--- config.mk ---
export PLATFORM = sky130hd
export DESIGN_NAME = dispatcher_for_in_rep
export DESIGN_NICKNAME = d
export VERILOG_FILES = /design/src/rtl/comm_assist_pkg.sv /design/src/rtl/rep_head_decode.sv /design/src/rtl/dispatcher_for_in_rep.sv
export SDC_FILE = /design/constraint.sdc
export NUM_CORES = 1
export LEC_CHECK = 0
export CAP_MARGIN = 20
export CORE_UTILIZATION = 34
export CTS_CLUSTER_DIAMETER = 80
export CTS_CLUSTER_SIZE = 10
export DETAILED_ROUTE_END_ITERATION = 12
export GPL_TIMING_DRIVEN = 0
export HOLD_SLACK_MARGIN = 0.05
export PLACE_DENSITY = 0.85
export SLEW_MARGIN = 10
export SYNTH_ARGS = -nofsm -noshare
export SYNTH_HDL_FRONTEND = slang
export SYNTH_SLANG_ARGS = --single-unit
export TNS_END_PERCENT = 20
--- constraint.sdc ---
create_clock -name clk -period 1.67 [get_ports clk]
set_input_delay 0.2505 -clock clk [delete_from_list [all_inputs] [get_ports clk]]
set_output_delay 0.2505 -clock clk [all_outputs]
set_load 0.05 [all_outputs]
--- src/rtl/comm_assist_pkg.sv ---
// Shared encodings for the communication_assist reply path: flit ctrl codes, reply
// cmds, dispatcher states and consumer select codes.
package comm_assist_pkg;

    localparam logic [1:0] CTRL_INV  = 2'b00;
    localparam logic [1:0] CTRL_HEAD = 2'b01;
    localparam logic [1:0] CTRL_BODY = 2'b10;
    localparam logic [1:0] CTRL_TAIL = 2'b11;

    localparam logic [4:0] nackrep_cmd  = 5'b10101;
    localparam logic [4:0] SCflurep_cmd = 5'b11100;
    localparam logic [4:0] instrep_cmd  = 5'b10000;

    typedef enum logic [2:0] {
        disp_idle      = 3'b001,
        ic_downloading = 3'b010,
        dc_downloading = 3'b100
    } disp_state_e;

    localparam logic [1:0] SEL_NONE = 2'b00;
    localparam logic [1:0] SEL_IC   = 2'b01;
    localparam logic [1:0] SEL_DC   = 2'b10;

    // The reply cmd lives in bits [9:5] of a head flit.
    function automatic logic [4:0] rep_cmd(input logic [15:0] flit);
        return flit[9:5];
    endfunction

endpackage

--- src/rtl/rep_head_decode.sv ---
// Combinational head-flit classifier shared by the IN_rep dispatcher and the
// OUT_rep side: head detection, ic/dc route and single-flit packet detection.
module rep_head_decode
    import comm_assist_pkg::*;
(
    input  logic [15:0] flit,
    input  logic [1:0]  ctrl,
    output logic        is_head,
    output logic        to_ic,
    output logic        single_flit
);

    logic [4:0] cmd;

    assign cmd         = rep_cmd(flit);
    assign is_head     = (ctrl == CTRL_HEAD);
    assign to_ic       = (cmd == instrep_cmd);
    assign single_flit = is_head && ((cmd == nackrep_cmd) || (cmd == SCflurep_cmd));

endmodule

--- src/rtl/dispatcher_for_in_rep.sv ---
// Drains IN_rep and routes each reply packet, locked head-to-tail, to the inst_cache
// or data_cache download reg. Optional DISPATCH_ERR_CNT_EN adds a saturating err_cnt.
module dispatcher_for_in_rep
    import comm_assist_pkg::*;
#(
    parameter int MAX_FLITS = 11,
    parameter int CNT_W     = 4
) (
    input  logic        clk,
    input  logic        rst,
    input  logic        v_IN_rep,
    input  logic [15:0] IN_rep_flit,
    input  logic [1:0]  IN_rep_ctrl,
    input  logic        ic_download_rdy,
    input  logic        dc_download_rdy,
    output logic        ack_IN_rep,
    output logic        v_ic_download,
    output logic        v_dc_download,
    output logic [15:0] download_flit,
    output logic [1:0]  download_ctrl,
    output logic [1:0]  select,
    output logic        protocol_err,
    output logic [2:0]  state
`ifdef DISPATCH_ERR_CNT_EN
    ,
    output logic [7:0]  err_cnt
`endif
);

    localparam logic [CNT_W-1:0] CNT_MAX = CNT_W'(MAX_FLITS);

    disp_state_e      cur_state, nxt_state;
    logic [CNT_W-1:0] flit_cnt, nxt_cnt, cnt_inc;
    logic             is_head, to_ic, single_flit;
    logic             tgt_rdy, lock_rdy;

    rep_head_decode u_decode (
        .flit        (IN_rep_flit),
        .ctrl        (IN_rep_ctrl),
        .is_head     (is_head),
        .to_ic       (to_ic),
        .single_flit (single_flit)
    );

    assign state         = cur_state;
    assign download_flit = rst ? 16'h0 : IN_rep_flit;
    assign download_ctrl = rst ? 2'b00 : IN_rep_ctrl;
    assign tgt_rdy       = to_ic ? ic_download_rdy : dc_download_rdy;
    assign lock_rdy      = (cur_state == ic_downloading) ? ic_download_rdy : dc_download_rdy;
    assign cnt_inc       = flit_cnt + CNT_W'(1);

    always_comb begin
        ack_IN_rep    = 1'b0;
        v_ic_download = 1'b0;
        v_dc_download = 1'b0;
        select        = SEL_NONE;
        protocol_err  = 1'b0;
        nxt_state     = cur_state;
        nxt_cnt       = flit_cnt;
        case (cur_state)
            disp_idle: begin
                if (v_IN_rep) begin
                    if (is_head) begin
                        if (tgt_rdy) begin
                            ack_IN_rep    = 1'b1;
                            v_ic_download = to_ic;
                            v_dc_download = !to_ic;
                            select        = to_ic ? SEL_IC : SEL_DC;
                            if (!single_flit) begin
                                nxt_state = to_ic ? ic_downloading : dc_downloading;
                                nxt_cnt   = CNT_W'(1);
                            end
                        end
                    end else begin
                        // Orphan body/tail is popped and flagged; ctrl 00 is popped silently.
                        ack_IN_rep   = 1'b1;
                        protocol_err = (IN_rep_ctrl != CTRL_INV);
                    end
                end
            end
            ic_downloading, dc_downloading: begin
                if (v_IN_rep) begin
                    if (is_head) begin
                        // Truncated packet: leave the new head in the FIFO for idle to decode.
                        protocol_err = 1'b1;
                        nxt_state    = disp_idle;
                        nxt_cnt      = '0;
                    end else if (IN_rep_ctrl == CTRL_INV) begin
                        ack_IN_rep = 1'b1;
                    end else if (lock_rdy) begin
                        ack_IN_rep    = 1'b1;
                        v_ic_download = (cur_state == ic_downloading);
                        v_dc_download = (cur_state == dc_downloading);
                        select        = (cur_state == ic_downloading) ? SEL_IC : SEL_DC;
                        if (IN_rep_ctrl == CTRL_TAIL) begin
                            nxt_state = disp_idle;
                            nxt_cnt   = '0;
                        end else if (cnt_inc >= CNT_MAX) begin
                            protocol_err = 1'b1;
                            nxt_state    = disp_idle;
                            nxt_cnt      = '0;
                        end else begin
                            nxt_cnt = cnt_inc;
                        end
                    end
                end
            end
            default: begin
                nxt_state = disp_idle;
                nxt_cnt   = '0;
            end
        endcase
        // Outputs read zero for as long as reset is held, independent of the inputs.
        if (rst) begin
            ack_IN_rep    = 1'b0;
            v_ic_download = 1'b0;
            v_dc_download = 1'b0;
            select        = SEL_NONE;
            protocol_err  = 1'b0;
        end
    end

    always_ff @(posedge clk or posedge rst) begin
        if (rst) begin
            cur_state <= disp_idle;
            flit_cnt  <= '0;
        end else begin
            cur_state <= nxt_state;
            flit_cnt  <= nxt_cnt;
        end
    end

`ifdef DISPATCH_ERR_CNT_EN
    always_ff @(posedge clk or posedge rst) begin
        if (rst) begin
            err_cnt <= 8'h00;
        end else if (protocol_err && (err_cnt != 8'hff)) begin
            err_cnt <= err_cnt + 8'h01;
        end
    end
`endif

endmodule

==> qor.json <==
{
  "fp.dieArea": {"value": 2691, "unit": "µm²"},
  "cts-buffers-inserted": {"value": 3},
  "critical_path_peak_fanout": {"value": 5},
  "fp-row-count": {"value": 17},
  "synth_top_area_share": {"value": 17.75, "unit": "%"},
  "clkSinkCount": {"value": 7},
  "post_synth.cell_area_avg": {"value": 8.055, "unit": "µm²"},
  "route.vias.total": {"value": 1186},
  "max-cap-violations": {"value": 0},
  "route.top_layer_used": {"value": "met4"},
  "io_buffers": {"value": 49},
  "critical_path_data_required_time": {"value": 1.42, "unit": "ns"},
  "synthDistinctLibCells": {"value": 41},
  "worst_hold_path_type": {"value": "input port to asynchronous set/reset pin"},
  "failed_checks": {"value": "negative setup slack"},
  "period_share": {"value": 134.9, "unit": "%"},
  "yosys_warnings": {"value": 0},
  "wl_met1": {"value": 1318, "unit": "µm"},
  "max-clock-path-buffers": {"value": 2},
  "worst_slack": {"value": -0.5832, "unit": "ns"},
  "pwr_density_cell": {"value": 990.6, "unit": "nW/µm²"},
  "report.final.slew_viol_count": {"value": 0},
  "wl_per_cell": {"value": 18.58, "unit": "µm"},
  "final-hold-violation-count": {"value": 0},
  "core_region_area": {"value": 2276, "unit": "µm²"},
  "power.total": {"value": 0.001827, "unit": "W"},
  "rsz0062_at_grt": {"value": "yes"},
  "fin_worst_skew": {"value": 0.006406, "unit": "ns"},
  "timing.critical_path.arrival": {"value": 2.00, "unit": "ns"},
  "grt_max_degree": {"value": 11},
  "first_pass_iters": {"value": 4},
  "synth_seq_area_share": {"value": 20.86, "unit": "%"},
  "design.portCount": {"value": 50},
  "detailedRoute.firstIterationViolations": {"value": 32},
  "yosys.cell_count.top_type": {"value": "sky130_fd_sc_hd__nor2b_1"},
  "cts_max_level": {"value": 1},
  "start_util": {"value": 37.16, "unit": "%"},
  "die_width": {"value": 51.88, "unit": "µm"},
  "detailedPlace.worstSlack": {"value": -1.361, "unit": "ns"},
  "synth_async_sr_flop_share": {"value": 100.0, "unit": "%"},
  "antennaDiodeCount": {"value": 0},
  "power.leakage": {"value": 0.7328, "unit": "nW"},
  "drc": {"value": 0},
  "synth_cells": {"value": 105},
  "cts-root-buf": {"value": "sky130_fd_sc_hd__clkbuf_4"},
  "first_pass_grt_wire_length": {"value": 4705, "unit": "µm"},
  "clkTransAtPathRegs": {"value": 0.06, "unit": "ns"},
  "gp_routability_congestion": {"value": 0.8233},
  "tritoncts_clock_tree": {"value": "built"},
  "grt_antenna_before_repair": {"value": 0},
  "dp.final_hpwl": {"value": 2209, "unit": "µm"},
  "ir_drop": {"value": 0.0008526, "unit": "V"},
  "final_standard_cell_utilization_of_the_core": {"value": 81.03, "unit": "%"},
  "design.final.nets": {"value": 204},
  "finalHoldWorstSlack": {"value": 0.1760, "unit": "ns"},
  "area_delta_synth_final": {"value": 118.0, "unit": "%"},
  "critPathLaunchType": {"value": "flip-flop"},
  "number_of_global_route_vias_before_repair": {"value": 1021},
  "worst_skew_pair_later_pin_latency": {"value": 0.26, "unit": "ns"},
  "slew_headroom": {"value": 67.37, "unit": "%"},
  "met2RoutedLength": {"value": 1978, "unit": "µm"},
  "synth_commonest_cells": {"value": "sky130_fd_sc_hd__nor2b_1, sky130_fd_sc_hd__nor2_1, sky130_fd_sc_hd__dfrtp_1, sky130_fd_sc_hd__inv_1, sky130_fd_sc_hd__o21ai_0"},
  "finalWirelength": {"value": 3828, "unit": "µm"},
  "crit_path_kind": {"value": "flip-flop to output pin"},
  "setup-tns-final": {"value": -6.000, "unit": "ns"},
  "worst_pin_slew": {"value": 0.4913, "unit": "ns"},
  "ys_seq_elements": {"value": 7},
  "ff_latch_area": {"value": 185.2, "unit": "µm²"},
  "grtUsageTotal": {"value": 23.27, "unit": "%"},
  "cell_accounting_for_the_most_synthesized_area": {"value": "sky130_fd_sc_hd__dfrtp_1"},
  "syn_area": {"value": 845.8, "unit": "µm²"},
  "highest_clock_rate": {"value": 0.4438, "unit": "GHz"},
  "via_per_inst": {"value": 5.757},
  "multi_input_logic_area": {"value": 870.8, "unit": "µm²"},
  "synth_flop_cell": {"value": "sky130_fd_sc_hd__dfrtp_1"},
  "synth_edf_count": {"value": 0},
  "endpoint_kind": {"value": "output pin"},
  "run_status": {"value": "finished with violations"},
  "post_synth_main_area_contributors": {"value": "sky130_fd_sc_hd__dfrtp_1, sky130_fd_sc_hd__nor2b_1, sky130_fd_sc_hd__nor4b_1, sky130_fd_sc_hd__o21ai_0, sky130_fd_sc_hd__dfstp_2"},
  "met3RoutedLength": {"value": 389, "unit": "µm"},
  "total_global_routing_overflow": {"value": 0},
  "setup_viol_count_final": {"value": 14},
  "layout.filler_cells": {"value": 142},
  "post_drt_antenna_nets": {"value": 0},
  "synthesis.nets": {"value": 130},
  "post_route_cells_drive_above_1_share": {"value": 48.88, "unit": "%"},
  "finalCriticalPeriod": {"value": 2.253, "unit": "ns"},
  "die_height": {"value": 51.88, "unit": "µm"}
}
[state kept, by name, summed over array words and instances, names as in the netlist]
signal,flops
state,3
flit_cnt,4
[kinds of logic after synthesis]
kind of cell	Yosys count	share of synthesized area [%]
compound gates	27	22.48
xor+xnor	2	2.071
fa+ha+maj	2	2.958
buf+inv	9	5.325
flops	7	20.86
mux	3	4.289
simple gates	55	42.01
[final cells by class]
class	instances	area share, %
multi-input combinational	89	47.22
timing repair buffer	69	35.75
sequential	7	10.04
buffer	3	2.171
tap	28	1.900
inverter	6	1.493
clock buffer	4	1.425
[power by group]
part           switching [W]  total (W)  internal, W  leakage [nW]
Sequential         0.0000714   0.000297     0.000226        0.0858
Clock              0.0000743   0.000166    0.0000919        0.0150
Combinational       0.000743    0.00136     0.000621         0.632
Total               0.000888    0.00183     0.000939         0.733
[worst max-delay path: stages, from the launching register on]
cell                      delay, ns
sky130_fd_sc_hd__dfstp_4       0.67
sky130_fd_sc_hd__nor3b_4       0.06
sky130_fd_sc_hd__mux2i_2       0.18
sky130_fd_sc_hd__o41ai_2       0.35
sky130_fd_sc_hd__a22oi_2       0.12
sky130_fd_sc_hd__nor3_4        0.18
sky130_fd_sc_hd__buf_6         0.18
[per-stage QoR]
stage                     std cells  area [µm²]
after CTS                       193        1628
final                           206        1844
after floorplan                 105       962.2
after detailed placement        182        1488
after global routing            206        1844
after global placement          182        1488
[repair_timing]
action                     CTS  global route
setup endpoints to repair   34            26
resized for setup          107            35
pin swaps                   10            19
setup buffers                7            14
hold buffers                 0             0
[metal layers]
layer  vias to the layer above  track usage, %
met5                         -               0
met4                         0           5.856
met3                        16           7.310
met2                        73           42.52
met1                       561           25.58
li1                        536               -
[layout by cell type, fill, tap and decap left out, drive strengths merged, types with 4 or more instances in the layout]
| master | n |
|---|---|
| nor4b | 4 |
| clkdlybuf4s15 | 11 |
| dfrtp | 6 |
| nor3b | 4 |
| dlygate4sd2 | 15 |
| a21oi | 5 |
| nor2 | 7 |
| inv | 6 |
| buf | 29 |
| nor2b | 19 |
| clkdlybuf4s50 | 14 |
| clkbuf | 7 |
| nand2 | 5 |
| o21ai | 6 |
| nand3 | 4 |
[worst paths after layout]
check / startpoint / cells after the start / slack, ns / endpoint
max reg2reg: state[0] / 7 / -0.58 / flit_cnt[1]
min: rst / 2 / 0.18 / flit_cnt[0]
min in group clk: flit_cnt[2] / 2 / 0.64 / flit_cnt[2]
min reg2reg: flit_cnt[2] / 2 / 0.64 / flit_cnt[2]
max: state[0] / 6 / -0.58 / protocol_err
max in group asynchronous: rst / 2 / 1.27 / state[0]
(Power assumes the default switching activity.)
==> RTL edit 1, RTL diff (config.mk and constraints unchanged) <==
Set the parameter `CNT_W` to 6 (it was 4).
--- a/src/rtl/dispatcher_for_in_rep.sv
+++ b/src/rtl/dispatcher_for_in_rep.sv
@@ -4,7 +4,7 @@
     import comm_assist_pkg::*;
 #(
     parameter int MAX_FLITS = 11,
-    parameter int CNT_W     = 4
+    parameter int CNT_W     = 6
 ) (
     input  logic        clk,
     input  logic        rst,
Check against the original RTL: same outputs for any inputs over 10 cycles, from zero or initial values and one cycle with rst high; that may be too few to reach the edited logic, so the function may still have changed.
==> RTL edit 1 against the original RTL <==
The run still ends with negative setup slack left; die area is 14% higher; clock power grew 4%; first-iteration DRC count shrank 19%; area after synthesis up 15%; routed wire length decreased by 12%; utilization decreased by 17 points; sequential share of layout area grew 3.0 points; sequential cell count grew 2; sequential power rose by 11%; setup slack worse by 0.051 ns; cell area is 4.3% lower; power increased by 9.3%; largest cell class unchanged.
==> RTL edit 1: results <==
[clock_tree]
root_buffer = clkbuf_4
cts_htree_levels = 1
clock_path_buffers = 2
clk_latency_ns = 0.27
clk_pin_slew_ns = 0.06
numCtsBuffers = 3

[timing]
setup_viol = 15
setup_slack_ns = -0.634
fin_skew_ns = 0.00496
setup_tns_ns = -6.63
worstMarginPinSlew_ns = 0.486

[final_layout]
largest_reg_flops = 6
nNetsFinal = 205
top_register = flit_cnt
drive_gt1_frac = 0.430
fillers = 217
diodes = 0

[logic_synthesis]
synthMuxAreaShare = 0.0668
yosysWarnings = 0
syn_nets = 140
synth-compound-area-share = 0.163
synthDistinctLibCells = 45
synth_common_cells = 19 x nor2b_1, 11 x nor2_1, 8 x dfrtp_1
synthTopCellsByArea = dfrtp_1 21%, nor2b_1 12%, mux2_4 4.6%, nor2_1 4.2%, xor2_1 3.6%
synth_top_area_share = 0.206
synth_xor_area_frac = 0.0540
yosys.area_share.adder = 0.0257
seq_area_frac_synth = 0.233
ys_async_sr_fraction = 1.00
ys_dominant_reg_cell = dfrtp_1

[place]
portBuffers = 49
post_dp_cell_area_um2 = 1540
gp_congestion = 0.825
dp_hpwl_um = 2200

[routing]
wl_per_cell_um = 16.1
viasPerCell = 5.36
first_pass_iters = 4
drt-initial-drc-count = 26

[setup_path]
arrival_ns = 2.05
crit_fanout = 4
cp-startpoint = state[0]

[grt]
grt_max_degree = 11
grt_usage = 0.196
grt_first_pass_wirelength_um = 4910
grt_pass1_vias = 1139
antenna_found_initial = 0

[pwr]
p_leak_nw = 0.753
max-vdd-ir-drop_v = 0.00115

[status]
violations = negative setup slack
status = finished, violations left

[hold_path]
holdCritPathClass = in -> async

[job]
drv_cap = 0
[RTL edit 1: cell types whose count changed in the layout (fill, tap and decap cells not counted), moves of 4 or more]
cell / change
dlygate4sd2_1: -11
buf_6: +6
buf_2: +4
nor2_1: +4
buf_4: -4
clkdlybuf4s50_1: +5
clkdlybuf4s15_2: -6
[RTL edit 1: path summary, 6_finish.rpt]
kind                          endpoint  slack [ns]  cells past startpoint
min                        flit_cnt[0]        0.54                      4
max in group asynchronous     state[0]        0.91                      4
min in group clk              state[2]        0.54                      4
min reg2reg                flit_cnt[5]        0.54                      1
max reg2reg                   state[1]       -0.44                      9
max                          select[0]       -0.63                      6
[RTL edit 1: report_power, final]
group / switching [mW] / total [mW] / internal, mW
clock: 0.0793 / 0.172 / 0.0923
sequential: 0.0514 / 0.331 / 0.280
combinational: 0.821 / 1.49 / 0.673
total: 0.951 / 2.00 / 1.05
[RTL edit 1: final cells by class]
class	count	area, um^2	area share
Sequential cell	9	230	0.130
Tap cell	31	38.8	0.0220
Inverter	6	26.3	0.0149
Timing Repair Buffer	60	586	0.332
Buffer	4	37.5	0.0213
Clock buffer	4	26.3	0.0149
Multi-Input combinational cell	96	820	0.465
[RTL edit 1: stage by stage]
| step | cells | setup slack [ns] | hold WS [ns] | util | power (mW) |
|---|---|---|---|---|---|
| 2_1_floorplan | 115 | -0.785 | 0.297 | - | 1.23 |
| 3_3_place_gp | 195 | -1.23 | 0.494 | 0.564 | 1.49 |
| 3_5_place_dp | 195 | -1.23 | 0.515 | 0.564 | 1.52 |
| 4_1_cts | 205 | -0.618 | 0.527 | 0.605 | 1.80 |
| 5_1_grt | 210 | -0.727 | 0.549 | 0.645 | 2.11 |
| 6_report | 210 | -0.634 | 0.536 | 0.645 | 2.00 |
[RTL edit 1: per-layer routing]
| layer | up-vias | global-route usage | wire length, um |
|---|---|---|---|
| met2 | 32 | 0.346 | 1920 |
| met3 | 5 | 0.0304 | 127 |
| li1 | 533 | - | - |
| met4 | 0 | 0.0821 | 39 |
| met1 | 555 | 0.235 | 1300 |
| met5 | - | 0 | 0 |
[RTL edit 1: kinds of logic after synthesis]
family / Yosys count
mux: 5
flops: 9
xor+xnor: 6
fa+ha+maj: 2
buf+inv: 10
compound gates: 21
simple gates: 62
[RTL edit 1: critical path: stages, from the launching register on]
cell and delay [ns]:
dfstp_2 0.54, buf_6 0.12, xor2_2 0.15, a21oi_2 0.09, or3b_4 0.45, nor4b_4 0.24, buf_6 0.19
[RTL edit 1: repair_timing]
action                     in CTS  in global routing
gates resized for setup       139                 35
setup buffers                   6                  5
setup endpoints to repair      36                 33
pin swaps                       7                  7
==> RTL edit 2, RTL diff (same flow settings) <==
Made on the original files. The option `DISPATCH_ERR_CNT_EN` is turned on by a define.
--- a/src/rtl/dispatcher_for_in_rep.sv
+++ b/src/rtl/dispatcher_for_in_rep.sv
@@ -1,5 +1,7 @@
 // Drains IN_rep and routes each reply packet, locked head-to-tail, to the inst_cache
 // or data_cache download reg. Optional DISPATCH_ERR_CNT_EN adds a saturating err_cnt.
+`define DISPATCH_ERR_CNT_EN
+
 module dispatcher_for_in_rep
     import comm_assist_pkg::*;
 #(
Formal check against the unedited RTL (old outputs only; new: err_cnt): equivalent (equiv_simple and equiv_induct, registers matched by name and starting in step).
==> RTL edit 2 against the original RTL <==
Power down 17%; setup slack better by 0.14 ns; clock power up 77%; cell area up 20%; area after synthesis up 51%; synthesized cell count up 44%; worst hold slack better by 0.23 ns; combinational power down 47%; via count up 18%; register-to-register slack better by 0.23 ns; routed wire length up 5.6%; sequential cell count up 8; the flow still finishes with violations (negative setup slack); highest routed layer unchanged; critical path depth up 2.
==> RTL edit 2: results <==
[routing]
postRouteWirelength_um = 4040
drt-initial-drc-count = 99
vias = 1405
wl_per_cell_um = 15.0

[place]
post_dp_cell_area_um2 = 1960
portBuffers = 57
gp_congestion = 0.880
dp_cells = 254

[logic_synthesis]
synth-compound-area-share = 0.177
syn_nets = 177
yosys.area_share.adder = 0.0295
ys_ff_latch = 15

[timing]
setup_viol = 22
setup_slack_ns = -0.448
fin_skew_ns = 0.00128
setup_tns_ns = -6.14

[setup_path]
arrival_ns = 1.87
crit_slowest_cell = dfrtp_2
cpLargestDelayFamily = simple AND/OR/NAND/NOR gates
crit_fanout = 3

[final_layout]
largest_reg_flops = 8
fin_area_um2 = 2220
top_register = err_cnt
nMultiInputCombCells = 125
fillers = 292
drive_gt1_frac = 0.344
num-nonclk-inverters = 7

[pwr]
p_leak_nw = 0.936
max-vdd-ir-drop_v = 0.000911

[hold_path]
holdCritPathClass = in -> reg

[clock_tree]
root_buffer = clkbuf_8

[status]
violations = negative setup slack
status = finished, violations left

[grt]
grt_max_degree = 16
==> RTL edit 2: cell count changes after synthesis, moves of 3 or more <==
cell     change
nor2_1       +9
dfrtp_1      +8
nand2_1      +8
nand4_1      +4
xnor2_1      +3
xor2_1       +3
==> RTL edit 2: layer usage <==
metal  GRT usage  vias up  wire length, um
li1            -      684                -
met1       0.240      683             1710
met2       0.374       32             2170
met3      0.0326        6              128
met4      0.0625        0               33
met5           0        -                0
==> RTL edit 2: timing repair <==
action,4_1_cts,5_1_grt
endpoints found under the setup margin,48,36
endpoints found under the hold margin,0,0
setup buffers,12,0
pin swaps,12,7
gates resized for setup,134,14
==> RTL edit 2: power breakdown <==
part / switching (mW) / total [mW] / leakage, nW / internal (mW)
Combinational: 0.476 / 0.724 / 0.722 / 0.248
Clock: 0.124 / 0.293 / 0.0228 / 0.169
Sequential: 0.0783 / 0.503 / 0.191 / 0.425
Total: 0.678 / 1.52 / 0.936 / 0.842
==> RTL edit 2: final timing paths <==
| kind | from | to | slack (ns) | cells past startpoint |
|---|---|---|---|---|
| max in group asynchronous | rst | state[0] | 0.88 | 4 |
| max reg2reg | state[0] | flit_cnt[0] | -0.35 | 7 |
| min reg2reg | err_cnt[5] | err_cnt[5] | 0.50 | 1 |
| min in group asynchronous | rst | state[2] | 0.54 | 4 |
| min | IN_rep_flit[6] | state[1] | 0.41 | 4 |
| max | flit_cnt[0] | protocol_err | -0.45 | 8 |
==> RTL edit 2: cell families (layout without fill, tap and decap cells) <==
kind of cell	Yosys count	count (layout)
xor gates and xnor gates	8	8
DFF	15	15
buffers and inverters	11	84
adders and majority gates	3	3
muxes	5	5
AOI/OAI and AO/OA	31	31
and+or+nand+nor	78	78
